===== src/rtl/hilo_acc.sv =====
// hilo_acc -- HI/LO special-register unit with a two-cycle multiply-accumulate path.
//
// Holds the architectural HI and LO registers next to the writeback stage.
// It supports independent HI/LO writes (MTHI/MTLO), a combined write, a clear,
// and MADD/MSUB. MADD/MSUB add a 2*DATA_W product to {HI,LO} or subtract it.
//
// Ports:
//   clk       clock, all state updates on the rising edge
//   rst       asynchronous active-low reset (release is synchronised upstream)
//   op_valid  an operation is presented this cycle
//   op_ready  the unit can accept an operation this cycle (= !busy_o)
//   op        000 NOP, 001 WHI, 010 WLO, 011 WBOTH, 100 MADD, 101 MSUB,
//             110 CLR, 111 reserved (NOP)
//   hi_i      HI write value / upper half of the product
//   lo_i      LO write value / lower half of the product
//   flush     cancels a pending accumulate and any op presented this cycle
//   hi_o      architectural HI
//   lo_o      architectural LO
//   busy_o    accumulate in flight (stage 1 holds an operand); mirrors the FSM state
//   carry_o   sticky carry/borrow out of the 2*DATA_W accumulate
//
// Handshake: an op transfers on a rising edge where op_valid && op_ready && !flush.
// The producer holds op/hi_i/lo_i stable while op_valid is high and op_ready is low.
// op_ready depends only on the registered busy flag. It never depends on op_valid.
module hilo_acc #(
    parameter int DATA_W = 32
) (
    input  logic              clk,
    input  logic              rst,
    input  logic              op_valid,
    output logic              op_ready,
    input  logic [2:0]        op,
    input  logic [DATA_W-1:0] hi_i,
    input  logic [DATA_W-1:0] lo_i,
    input  logic              flush,
    output logic [DATA_W-1:0] hi_o,
    output logic [DATA_W-1:0] lo_o,
    output logic              busy_o,
    output logic              carry_o
);

    localparam int ACC_W = 2 * DATA_W;

    localparam logic [2:0] OP_NOP   = 3'b000;
    localparam logic [2:0] OP_WHI   = 3'b001;
    localparam logic [2:0] OP_WLO   = 3'b010;
    localparam logic [2:0] OP_WBOTH = 3'b011;
    localparam logic [2:0] OP_MADD  = 3'b100;
    localparam logic [2:0] OP_MSUB  = 3'b101;
    localparam logic [2:0] OP_CLR   = 3'b110;

    typedef enum logic {
        ST_IDLE = 1'b0,
        ST_ACC  = 1'b1
    } state_t;

    state_t           state;
    logic [ACC_W-1:0] operand;
    logic             sub_q;
    logic             accept;
    logic [ACC_W:0]   ext_res;

    assign op_ready = ~busy_o;
    assign accept   = op_valid & op_ready & ~flush;

    // Zero-extended by one bit. For an add, the top bit is the carry-out.
    // For a subtract, it is the borrow: it is set exactly when {hi,lo} < operand.
    always_comb begin
        ext_res = '0;
        if (sub_q) begin
            ext_res = {1'b0, hi_o, lo_o} - {1'b0, operand};
        end else begin
            ext_res = {1'b0, hi_o, lo_o} + {1'b0, operand};
        end
    end

    always_ff @(posedge clk or negedge rst) begin
        if (!rst) begin
            state   <= ST_IDLE;
            busy_o  <= 1'b0;
            hi_o    <= '0;
            lo_o    <= '0;
            carry_o <= 1'b0;
            operand <= '0;
            sub_q   <= 1'b0;
        end else begin
            case (state)
                ST_ACC: begin
                    // Stage 2. op_ready is low here, so nothing else can write HI/LO.
                    // A flush drops the result and leaves HI, LO and carry untouched.
                    if (!flush) begin
                        hi_o    <= ext_res[ACC_W-1:DATA_W];
                        lo_o    <= ext_res[DATA_W-1:0];
                        carry_o <= carry_o | ext_res[ACC_W];
                    end
                    state  <= ST_IDLE;
                    busy_o <= 1'b0;
                end
                default: begin
                    if (accept) begin
                        case (op)
                            OP_WHI: hi_o <= hi_i;
                            OP_WLO: lo_o <= lo_i;
                            OP_WBOTH: begin
                                hi_o    <= hi_i;
                                lo_o    <= lo_i;
                                carry_o <= 1'b0;
                            end
                            OP_CLR: begin
                                hi_o    <= '0;
                                lo_o    <= '0;
                                carry_o <= 1'b0;
                            end
                            OP_MADD, OP_MSUB: begin
                                operand <= {hi_i, lo_i};
                                sub_q   <= (op == OP_MSUB);
                                state   <= ST_ACC;
                                busy_o  <= 1'b1;
                            end
                            OP_NOP:  ;
                            default: ;
                        endcase
                    end
                end
            endcase
        end
    end

endmodule


===== config.mk =====
export PLATFORM = sky130hd
export DESIGN_NAME = hilo_acc
export DESIGN_NICKNAME = d
export VERILOG_FILES = /design/src/rtl/hilo_acc.sv
export SDC_FILE = /design/constraint.sdc
export NUM_CORES = 1
export LEC_CHECK = 0
export ABC_CLOCK_PERIOD_IN_PS = 5600
export CAP_MARGIN = 20
export CORE_UTILIZATION = 57
export CTS_CLUSTER_SIZE = 10
export DETAILED_ROUTE_END_ITERATION = 16
export HOLD_SLACK_MARGIN = 0.15
export PLACE_DENSITY = 0.82
export SETUP_SLACK_MARGIN = 0.5
export SLEW_MARGIN = 20
export SYNTH_ARGS = -nofsm -noshare
export SYNTH_HDL_FRONTEND = slang
export SYNTH_SLANG_ARGS = --single-unit

===== constraint.sdc =====
create_clock -name clk -period 5.6 [get_ports clk]
set_input_delay 1.12 -clock clk [delete_from_list [all_inputs] [get_ports clk]]
set_output_delay 1.12 -clock clk [all_outputs]
set_load 0.02 [all_outputs]

# Yosys cells after proc, flatten, opt, wreduce, memory -nomap -nowiden
# Cells that the tools add are included.
[op_classes]
n_addsub = 2
div = 0
n_bitwise = 6
multipliers = 0
eq_ne = 7
mux = 19
reduce_logical = 14
magnitude_cmp = 0
n_shift = 0
[op_table]
columns = ["op", "n"]
rows = [
  ["32-bit two-way mux", 6],
  ["32-bit one-hot mux with 2 select lines", 2],
  ["64-bit by 64-bit adder with 65-bit output", 1],
  ["65-bit two-way mux", 1],
  ["64-bit by 64-bit subtractor with 65-bit output", 1],
  ["3-bit AND reduction", 4],
  ["1-bit two-way mux", 10],
  ["3-bit == test, second input constant", 3],
  ["2-bit OR reduction", 4],
  ["3-bit by 2-bit == test with 1-bit output, second input constant", 2],
  ["2-bit nonzero test", 3],
  ["3-bit nonzero test", 2],
  ["3-bit by 1-bit == test with 1-bit output, second input constant", 1],
  ["1-bit NOT", 3],
  ["1-bit AND", 2],
  ["2-bit inequality test, second input constant", 1],
  ["2-bit AND reduction", 1],
  ["1-bit bitwise OR", 1],
]
[word_totals]
n_memories = 0
inputBits = 71
latchBits = 0
mem_bits_ro = 0
wordCells = 55
ram_bits = 0
ff_bits = 132

# Depth between registers and ports, before layout
# Gate-level depths: netlist of run 1.
[depth]
word_depth = 5
depth_mapped = 22
ltp_nobuf = 20

# Least setup slack after synthesis of run 1
# Ideal clock, no wire load.
[synth_path]
kind = "reg-to-reg"
from = "register operand[30]"
to = "register hi_o[24]"
setup_slack_ns = 0.840
t_arrival_ns = 4.627
path_stages_with_launch = 18
synth_period_minus_slack_ns = 4.760
path_cell_list = "dfrtp_1 or4_4 or3_4 or3_4 or4_4 nor3b_1 nor2_1 xnor2_1 ha_1 clkbuf_1 a21oi_1 o21ai_0 a2111oi_0 or4_1 o31a_1 o31ai_1 xnor2_1 o21ai_0"
[synth_between]
elab_chain_cells = 4
word_cells_on_any_way = 5
cone_classes = "add/sub: 2; mux: 3"
[synth_rtl]
columns = ["element", "line", "text"]
rows = [
  ["from (decl)", "58", "logic [ACC_W-1:0] operand;"],
  ["from (signal assigned)", "115", "operand <= {hi_i, lo_i};"],
  ["64-bit by 64-bit adder with 65-bit output or 64-bit by 64-bit subtractor with 65-bit output (tied branches)", "73, 71", ""],
  ["65-bit two-way mux (*)", "70", "if (sub_q) begin"],
  ["32-bit two-way mux (*)", "91", "if (!flush) begin"],
  ["32-bit two-way mux (*)", "87", "case (state)"],
  ["to (signal assigned)", "92", "hi_o <= ext_res[ACC_W-1:DATA_W];"],
  ["to (signal assigned)", "102", "OP_WHI: hi_o <= hi_i;"],
  ["to (signal assigned)", "105", "hi_o <= hi_i;"],
  ["to (decl)", "36", "output logic [DATA_W-1:0] hi_o,"],
]
# Every way passes the cells marked *; elsewhere a longest branch is shown, timed or not. The select of a mux whose other input is x is not followed.
# A chain may end at the register's enable or synchronous reset.

# Worst setup path in the final report of run 1
[layout_path]
from = "register operand[30]"
to = "register hi_o[31]"
# The elaborated chain is that of the path after synthesis.

==> metrics.md, run 1 <==
| Metric | Value |
|---|---|
| Drt drc | `0` |
| Placed Cells | `1,739` |
| Post-synthesis register bit count | `132` |
| Input/output buffers | `137` |
| Seq/Total Area, Yosys | `0.3073` |
| Dpl hpwl | `25,970 µm` |
| Max-slew violations | `0` |
| CP Max Fanout | `4` |
| Gate Count Post-Synth | `1,428` |
| Minimum clock period | `5.034 ns` |
| Placed Area | `0.01230 mm²` |
| Initial antenna violation count | `0` |
| Setup TNS | `0 ns` |
| Mean post-synth cell area | `7.526 µm²` |
| Worst Min Path Start | `lo_o[6]$_DFFE_PN0P_` |
| Die Y | `139.3 µm` |
| Clk Latency, worst-skew pair | `0.44 ns` |
| Max-slew headroom | `0.2494` |
| Routed Antenna Nets | `0` |
| First-pass GRT wire length | `58,100 µm` |
| CTS Buf Count | `17` |
| Min Hold Slack | `0.5208 ns` |
| Final setup fails | `0` |
| Overall routing resource usage | `0.3795` |
| Hold Crit Class | `flop to flop` |
| Design area | `0.01314 mm²` |
| Gpl congestion | `0.9984` |
| Post-Syn Area | `0.01075 mm²` |
| # fillers | `1,504` |
| Synth warn | `0` |
| Share of cells above drive strength 1 | `0.07267` |
| Post-synthesis cell type count | `70` |
| VDD IR max | `0.1708 mV` |
| Largest net degree at the start of global routing | `96` |
| Initial DRC count | `1,010` |
| Post-synth EDFFs | `0` |
| CTS root buf | `clkbuf_16` |
| Worst slew pin tran | `1.122 ns` |
| RSZ-0062 raised after global routing | `yes` |
| Final Instance Count excl. Fillers | `1,784` |
| Area grow syn2layout | `22.26%` |
| Drt pass-1 iters | `5` |
| NumNets Final | `1,679` |
| Final core occ | `0.7216` |
| Routed wire length | `36,150 µm` |
| Final hold violations | `0` |
| Total grt overflow | `0` |
| Num rows | `49` |
| Pre-CTS WS | `0.3123 ns` |
| Static leakage | `5.997 nW` |
| Total power | `2.385 mW` |
| Most common cell after layout, fill and taps aside | `nand2_1` |
| WL/cell | `20.27 µm` |
| # IOs | `138` |
| Skew final | `0.01395 ns` |
| Async S/R FF share, synth | `1.000` |
| CTS sink cnt | `132` |
| Worst Setup SP | `operand[30]$_DFFE_PN0P_` |
| CTS tree | `built` |
| Die area | `0.01941 mm²` |
| Worst-path clk slew | `0.07 ns` |
| Most used DFF post-synth | `dfrtp_1` |
| CP endpoint kind | `flop` |
| Vias in the first global route | `11,040` |
| Most frequent cells in the layout | `nand2_1 (274), a21oi_1 (152), clkdlybuf4s50_1 (136)` |
| Crit path DAT | `5.34 ns` |
| H-Tree Depth | `4` |
| Max Cap Violations | `0` |
| CTS Hold Bufs | `0` |
| Critical Path Start Type | `flop` |
| Register Area | `0.003307 mm²` |
| Core area | `0.01821 mm²` |
| Area of the multi-input gates | `0.007177 mm²` |
| Vias per cell | `6.370` |
| RR Startpoint | `operand[30]$_DFFE_PN0P_` |
| Final period utilization | `0.8989` |
| Mapped Nets | `1,565` |
| Pwr Density | `181.5 mW/mm²` |
| Die X | `139.3 µm` |
| Status | `completed` |
| Clock Tree Buf Depth | `2` |
| Fmax | `198.7 MHz` |
| Starting Density | `0.5903` |
| CP Class | `flop to flop` |
| Vias | `11,360` |
| Number of diodes | `0` |
| Final setup margin | `0.5662 ns` |
| Worst Path Required | `5.91 ns` |
## cells by family (layout without fill, tap and decap cells)
logic type,Yosys count,after routing,share of synthesized area
xor gates and xnor gates,118,118,0.09616
muxes,5,5,0.004889
DFF,132,132,0.3073
adders and majority gates,66,66,0.07753
and+or+nand+nor,567,567,0.2346
AOI/OAI and AO/OA,426,426,0.2389
buffers and inverters,114,241,0.04063
## sequential cells by signal (all words and copies together) (netlist names)
register and count:
busy_o 1, carry_o 1, hi_o 32, lo_o 32, operand 64, state 1, sub_q 1
## path summary, 6_finish.rpt
check | to | slack [ns] | cells after the start
max in group asynchronous | lo_o[23]$_DFFE_PN0P_ | 3.79 | 2
hold reg to reg | lo_o[6]$_DFFE_PN0P_ | 0.52 | 2
setup / recovery | hi_o[31]$_DFFE_PN0P_ | 0.57 | 18
min in group asynchronous | operand[59]$_DFFE_PN0P_ | 0.78 | 1
setup reg to reg | hi_o[31]$_DFFE_PN0P_ | 0.57 | 18
hold / removal | lo_o[6]$_DFFE_PN0P_ | 0.52 | 2
## per-layer routing
| layer | part of all wire | vias up | global-route usage |
|---|---|---|---|
| met4 | 0.045 | 0 | 0.1965 |
| met1 | 0.42 | 5447 | 0.4916 |
| met3 | 0.064 | 103 | 0.05712 |
| li1 | - | 5270 | - |
| met2 | 0.47 | 544 | 0.6154 |
| met5 | 0 | - | 0 |
## synthesized netlist by cell type, types with 2 or more instances
cell	instances	area share
nor4_1	10	0.0058
nand2_1	275	0.096
clkbuf_1	62	0.022
or3_1	6	0.0035
a21o_1	33	0.023
a2bb2oi_1	2	0.0016
nand3_1	24	0.011
a21oi_1	154	0.072
a221oi_1	10	0.0081
nor3b_1	6	0.0042
mux2_2	2	0.0021
o22ai_1	10	0.0058
o2111ai_1	2	0.0016
o21a_1	9	0.0063
inv_1	39	0.014
and3_1	18	0.010
or4_4	2	0.0021
mux2i_1	3	0.0028
and2b_2	2	0.0016
buf_1	11	0.0038
nand2b_1	8	0.0047
o21ai_1	3	0.0014
nand4_1	25	0.015
nor2_1	132	0.046
nor2b_1	3	0.0017
dfrtp_1	132	0.31
or3_2	2	0.0014
a22oi_1	21	0.015
a31oi_1	22	0.013
a211oi_1	11	0.0077
xnor2_1	92	0.075
a211o_1	2	0.0016
o21bai_1	14	0.0098
nor3_1	33	0.015
o211ai_1	7	0.0049
xor2_1	26	0.021
o21ai_0	98	0.046
a21boi_0	8	0.0056
or3_4	2	0.0021
or4_1	3	0.0021
and2_1	8	0.0047
ha_1	65	0.076
o31ai_1	3	0.0021
a41oi_1	2	0.0016
## cell type report
type | instances | share of cell area
Sequential cell | 132 | 0.2517
Clock inverter | 12 | 0.01114
Multi-Input combinational cell | 1182 | 0.5462
Timing Repair Buffer | 170 | 0.1233
Clock buffer | 20 | 0.03476
Inverter | 39 | 0.01114
Tap cell | 229 | 0.02181
## power by group
part           switching (mW)  internal (mW)
Combinational           0.122          0.104
Clock                   0.491          0.689
Sequential             0.0138          0.966
## worst max-delay path, cell delays in order (launching register included)
cell	delay, ns
dfrtp_1	0.41
or4_4	0.55
or3_4	0.35
or3_4	0.38
or4_4	0.47
nor3_4	0.32
and3_4	0.28
a21oi_1	0.09
xnor2_1	0.19
ha_2	0.31
a21o_1	0.18
a21o_1	0.17
a21o_1	0.21
a21o_1	0.18
a21oi_1	0.16
o21ai_1	0.12
a211oi_2	0.29
xor2_1	0.16
o21ai_0	0.08
## repair_timing
item / CTS / global route
gates resized for setup: 6 / 37
endpoints found under the setup margin: 7 / 26
pin swaps: 1 / 11
buffers inserted: 0 / 13
(Power assumes the default switching activity.)
==> run 2, diff against run 1 <==
--- a/config.mk
+++ b/config.mk
@@ -7,6 +7,7 @@
 export LEC_CHECK = 0
 export ABC_CLOCK_PERIOD_IN_PS = 5600
 export CAP_MARGIN = 20
+export CORE_ASPECT_RATIO = 1.4
 export CORE_UTILIZATION = 57
 export CTS_CLUSTER_SIZE = 10
 export DETAILED_ROUTE_END_ITERATION = 16
==> constraint.sdc (replaced) <==
create_clock -name clk -period 5.6 [get_ports clk]
set_input_delay 0.56 -clock clk [delete_from_list [all_inputs] [get_ports clk]]
set_output_delay 0.56 -clock clk [all_outputs]
set_load 0.02 [all_outputs]
==> metrics.md, run 2 (same netlist as run 1, synthesis figures left out) <==
| Metric | Value |
|---|---|
| Drt drc | `0` |
| Clock Tree Buf Depth | `2` |
| Total grt overflow | `0` |
| CP Class | `flop to flop` |
| Pre-CTS WS | `0.2944 ns` |
| Fmax | `197.0 MHz` |
| Initial DRC count | `908` |
| CTS tree | `built` |
| Number of diodes | `0` |
| CTS Buf Count | `17` |
| Pwr Density | `178.6 mW/mm²` |
| Final period utilization | `0.9063` |
| Status | `completed` |
| Largest net degree at the start of global routing | `89` |
| Die X | `118.1 µm` |
| Max-slew headroom | `0.3944` |
| Drt pass-1 iters | `5` |
| Worst-path clk slew | `0.07 ns` |
| Largest registers | `operand x64, hi_o x32, lo_o x32` |
| VDD IR max | `0.2149 mV` |
| Minimum clock period | `5.075 ns` |
| NumNets Final | `1,682` |
| Flop-to-flop setup slack | `0.52 ns` |
| CTS sink cnt | `132` |
| Critical Path Start Type | `flop` |
| Starting Density | `0.5801` |
| Vias in the first global route | `10,990` |
| CP Max Fanout | `5` |
| First-pass GRT wire length | `55,160 µm` |
| Input/output buffers | `137` |
| Area grow syn2layout | `22.92%` |
| CP endpoint kind | `flop` |
| Final setup margin | `0.5248 ns` |
| Routed wire length | `35,040 µm` |
| Initial antenna violation count | `0` |
| Vias | `11,200` |
| WL/cell | `19.44 µm` |
| Most common cell after layout, fill and taps aside | `nand2_1` |
| Max-slew violations | `0` |
| Gpl congestion | `1.045` |
| Max Cap Violations | `0` |
| Final setup fails | `0` |
| Die Y | `164.5 µm` |
| Met3 wire length | `1856 µm` |
| Skew final | `0.01513 ns` |
| Overall routing resource usage | `0.3625` |
| Top sig layer | `met4` |
| Final core occ | `0.7130` |
| Dpl hpwl | `25,520 µm` |
| Die area | `0.01942 mm²` |
| Routed Antenna Nets | `0` |
| Core area | `0.01853 mm²` |
| CTS Hold Bufs | `0` |
| Met2 wire length | `18,270 µm` |
| RSZ-0062 raised after global routing | `yes` |
| Setup TNS | `0 ns` |
| Hold Crit Class | `primary input to async pin` |
| Vias per cell | `6.213` |
| CTS root buf | `clkbuf_16` |
| Share of cells above drive strength 1 | `0.08151` |
| Max reg flops | `64` |
| Wire length on met1 | `12,770 µm` |
| Final Instance Count excl. Fillers | `1,802` |
| H-Tree Depth | `4` |
| Num rows | `59` |
| Crit path DAT | `5.38 ns` |
| Largest reg by FF count | `operand` |
| Final hold violations | `0` |
| Most frequent cells in the layout | `nand2_1 (273), a21oi_1 (148), clkdlybuf4s50_1 (136)` |
| Worst slew pin tran | `0.9084 ns` |
| # IOs | `138` |
| Static leakage | `5.985 nW` |
| Clk Latency, worst-skew pair | `0.44 ns` |
| Placed Cells | `1,757` |
| Worst Path Required | `5.90 ns` |
-- run 2: cell count changes in the layout (fill, tap and decap cells not counted), sizes merged --
cell      before  now
buf           34   37
clkbuf        20   18
clkinvlp       3    5
clkinv         3    4
inv           43   42
-- run 2: per-stage QoR --
step	hold WS (ns)	area, µm²	total power [mW]
floorplan	0.2644	10750	1.085
detailed placement	0.5053	12340	1.216
global placement	0.5000	12340	1.214
global route	0.2683	13210	2.418
CTS	0.2377	12960	2.349
finish	0.1922	13210	2.360
-- run 2: metal layers --
metal,up-vias,global-route usage
met4,0,0.2517
met1,5326,0.3811
met2,450,0.6671
met3,142,0.05387
li1,5278,-
met5,-,0
-- run 2: where the power goes --
group          leakage [nW]  total (mW)  internal, mW  switching [mW]
Combinational          3.95       0.226         0.105           0.121
Sequential             1.76       0.979         0.966          0.0134
Clock                 0.275        1.15         0.670           0.485
Total                  5.99        2.36          1.74           0.619
-- run 2: path summary, 6_finish.rpt --
path / from / endpoint / cells after the start
min: rst / operand[52]$_DFFE_PN0P_ / 1
max: operand[30]$_DFFE_PN0P_ / hi_o[29]$_DFFE_PN0P_ / 18
max reg2reg: operand[30]$_DFFE_PN0P_ / hi_o[29]$_DFFE_PN0P_ / 18
min in group clk: lo_o[9]$_DFFE_PN0P_ / lo_o[9]$_DFFE_PN0P_ / 2
min reg2reg: lo_o[9]$_DFFE_PN0P_ / lo_o[9]$_DFFE_PN0P_ / 2
max in group asynchronous: rst / operand[28]$_DFFE_PN0P_ / 2
-- run 2: critical path, cell delays in order, from the launching register on --
cell      delay [ns]
dfrtp_1         0.42
or4_4           0.57
or3_4           0.36
or3_4           0.35
or4_4           0.48
nor3_4          0.31
buf_4           0.20
a21oi_1         0.08
xnor2_1         0.24
ha_1            0.33
a21o_1          0.17
a21o_1          0.17
a21oi_1         0.23
o211ai_1        0.20
a21boi_1        0.21
o41ai_1         0.10
a21oi_1         0.26
xor2_1          0.16
o21ai_0         0.10
-- run 2: final cells by class --
| type | instances | area [µm²] |
|---|---|---|
| multi-input combinational | 1182 | 7212 |
| fill | 1548 | 5318 |
| sequential | 132 | 3307 |
| timing repair buffer | 173 | 1650 |
| clock buffer | 18 | 439.2 |
| tap | 244 | 305.3 |
| clock inverter | 14 | 151.4 |
| inverter | 39 | 146.4 |
-- run 2: what timing repair did --
item | in CTS | in global routing
pin swaps | 0 | 10
gates resized for setup | 14 | 39
setup buffers | 0 | 12
setup endpoints to repair | 10 | 28
==> run 3, diff against run 2 <==
--- a/config.mk
+++ b/config.mk
@@ -8,11 +8,12 @@
 export ABC_CLOCK_PERIOD_IN_PS = 5600
 export CAP_MARGIN = 20
 export CORE_ASPECT_RATIO = 1.4
-export CORE_UTILIZATION = 57
+export CORE_UTILIZATION = 45
 export CTS_CLUSTER_SIZE = 10
 export DETAILED_ROUTE_END_ITERATION = 16
+export GPL_TIMING_DRIVEN = 0
 export HOLD_SLACK_MARGIN = 0.15
-export PLACE_DENSITY = 0.82
+export PLACE_DENSITY = 0.67
 export SETUP_SLACK_MARGIN = 0.5
 export SLEW_MARGIN = 20
 export SYNTH_ARGS = -nofsm -noshare
==> metrics.md, run 3 (same netlist as run 1, synthesis figures left out) <==
| Metric | Value |
|---|---|
| CTS Buf Count | `17` |
| CP top delay family | `simple AND/OR/NAND/NOR gates` |
| CP endpoint kind | `flop` |
| Num rows | `66` |
| Starting Density | `0.4599` |
| Hold Crit Class | `flop to flop` |
| Met2 Resource Use GR | `0.6116` |
| Clock Tree Buf Depth | `2` |
| Critical Path Max Stage Delay | `0.55 ns` |
| Most common cell after layout, fill and taps aside | `nand2_1` |
| Largest reg by FF count | `operand` |
| Fmax | `197.4 MHz` |
| Total power | `2.317 mW` |
| Most frequent cells in the layout | `nand2_1 (273), a21oi_1 (140), clkdlybuf4s50_1 (136)` |
| Final setup fails | `0` |
| # IOs | `138` |
| Routed Antenna Nets | `0` |
| Crit-path slowest cell | `or4_4` |
| Worst Path Required | `5.88 ns` |
| CP Class | `flop to flop` |
| Die area | `0.02452 mm²` |
| CP Max Fanout | `8` |
| Routed wire length | `41,280 µm` |
| Die Y | `184.9 µm` |
| P_sw | `0.5898 mW` |
| Largest registers | `operand x64, hi_o x32, lo_o x32` |
| Overall routing resource usage | `0.3419` |
| CTS sink cnt | `132` |
| Core area | `0.02337 mm²` |
| Comb pwr share | `0.102` |
| Most used cell, CP | `or4_4` |
| Final period utilization | `0.9047` |
| Drt drc | `0` |
| Max reg flops | `64` |
| Skew final | `0.009369 ns` |
| Status | `completed` |
| Vias | `11,580` |
| Clock share of power | `0.474` |
| Initial DRC count | `781` |
| Die X | `132.6 µm` |
| WL/cell | `21.29 µm` |
| Buffers & Inverters on Critical Path | `3` |
| Max Cap Violations | `0` |
| GRT Max-Usage Layer | `met2` |
| RSZ-0062 raised after global routing | `yes` |
| Pwr Density | `168.4 mW/mm²` |
| Gpl congestion | `1.011` |
| Met3 Use GR | `0.05255` |
| First-pass GRT wire length | `63,350 µm` |
| NumNets Final | `1,757` |
| Switching share of power | `0.2546` |
| Worst-path clk slew | `0.06 ns` |
| Share of cells above drive strength 1 | `0.09798` |
| Largest net degree at the start of global routing | `69` |
| Clk Latency, worst-skew pair | `0.44 ns` |
| Placed Cells | `1,872` |
| Crit path DAT | `5.35 ns` |
| Worst slew pin tran | `1.085 ns` |
| Vias per cell | `5.971` |
| Vias in the first global route | `11,500` |
| Max-slew violations | `0` |
| Number of diodes | `0` |
| Critical Path, Cell by Cell | `or4_4 -> or3_4 -> or3_4 -> or4_4 -> buf_4 -> nor3b_2 -> nor2_1 -> xnor2_1 -> ha_1 -> clkbuf_8 -> a21oi_2 -> o21ai_2 -> a2111oi_2 -> or4_4 -> o31a_1 -> buf_4 -> o31ai_4 -> xnor2_1 -> o21ai_0` |
| Seq pwr share | `0.423` |
| VDD IR max | `0.2140 mV` |
| Total grt overflow | `0` |
| Max-slew headroom | `0.2739` |
| Internal Power | `1.727 mW` |
| Minimum clock period | `5.066 ns` |
| CTS tree | `built` |
| Drt pass-1 iters | `5` |
| Area grow syn2layout | `28.02%` |
| Final hold violations | `0` |
| Dpl hpwl | `31,030 µm` |
| Final Instance Count excl. Fillers | `1,939` |
| Static leakage | `6.243 nW` |
| Min Hold Slack | `0.5210 ns` |
| CTS root buf | `clkbuf_16` |
| Input/output buffers | `137` |
| M1 GR Usage | `0.3719` |
| Critical Path Start Type | `flop` |
| H-Tree Depth | `4` |
| Final core occ | `0.5888` |
| Initial antenna violation count | `0` |
## run 3: worst reg2reg max path, stage by stage, from the launching register on
cell and delay (ns):
dfrtp_1 0.40, or4_4 0.55, or3_4 0.34, or3_4 0.37, or4_4 0.47, buf_4 0.17, nor3b_2 0.14, nor2_1 0.07
xnor2_1 0.19, ha_1 0.30, clkbuf_8 0.16, a21oi_2 0.08, o21ai_2 0.16, a2111oi_2 0.07, or4_4 0.54, o31a_1 0.25
buf_4 0.17, o31ai_4 0.25, xnor2_1 0.16, o21ai_0 0.09
## run 3: repair_timing
item | in CTS | in global routing
setup endpoints to repair | 33 | 30
hold buffers | 1 | 0
endpoints found under the hold margin | 64 | 0
gates resized for setup | 69 | 53
cloned | 0 | 0
buffers inserted | 28 | 6
pin swaps | 43 | 28
## run 3: path summary, 6_finish.rpt
kind | startpoint | to | slack (ns) | cells past startpoint
max in group asynchronous | rst | operand[24]$_DFFE_PN0P_ | 4.25 | 3
hold / removal | operand[25]$_DFFE_PN0P_ | operand[25]$_DFFE_PN0P_ | 0.52 | 2
setup reg to reg | operand[30]$_DFFE_PN0P_ | hi_o[24]$_DFFE_PN0P_ | 0.53 | 19
setup / recovery | operand[30]$_DFFE_PN0P_ | hi_o[24]$_DFFE_PN0P_ | 0.53 | 19
hold reg to reg | operand[25]$_DFFE_PN0P_ | operand[25]$_DFFE_PN0P_ | 0.52 | 2
min in group asynchronous | rst | operand[55]$_DFFE_PN0P_ | 0.64 | 2
## run 3: metal layers
metal / wire length, µm / up-vias / part of all wire
li1: - / 5430 / -
met4: 2888 / 0 / 0.070
met3: 2037 / 165 / 0.049
met2: 20770 / 444 / 0.50
met5: 0 / - / 0
met1: 15580 / 5538 / 0.38
## run 3: cell type report
| cell class | instances | area (µm²) |
|---|---|---|
| well taps | 306 | 382.9 |
| multi-input cells | 1182 | 7351 |
| plain buffers | 75 | 334.1 |
| clock buffers | 23 | 488.0 |
| repair buffers | 173 | 1677 |
| fillers | 2213 | 9610 |
| clock inverters | 9 | 77.57 |
| inverters | 39 | 146.4 |
| flip-flops and latches | 132 | 3303 |
## run 3: power groups by stage
stage / Clock (mW) / Sequential (mW) / Combinational (mW)
2_1_floorplan: 0 / 1.01 / 0.0769
3_3_place_gp: 0 / 0.998 / 0.224
3_5_place_dp: 0 / 0.997 / 0.228
4_1_cts: 1.11 / 0.980 / 0.234
5_1_grt: 1.16 / 0.981 / 0.255
6_report: 1.10 / 0.981 / 0.237
## run 3: metrics by stage
stage / cell area (µm²) / worst slack, ns / setup TNS (ns)
after global routing: 13760 / 0.4042 / 0
after detailed placement: 12530 / -0.6629 / -6.127
after global placement: 12500 / -1.506 / -203.71
final: 13760 / 0.5337 / 0
after CTS: 13560 / 0.4408 / 0
after floorplan: 10750 / 0.8400 / 0
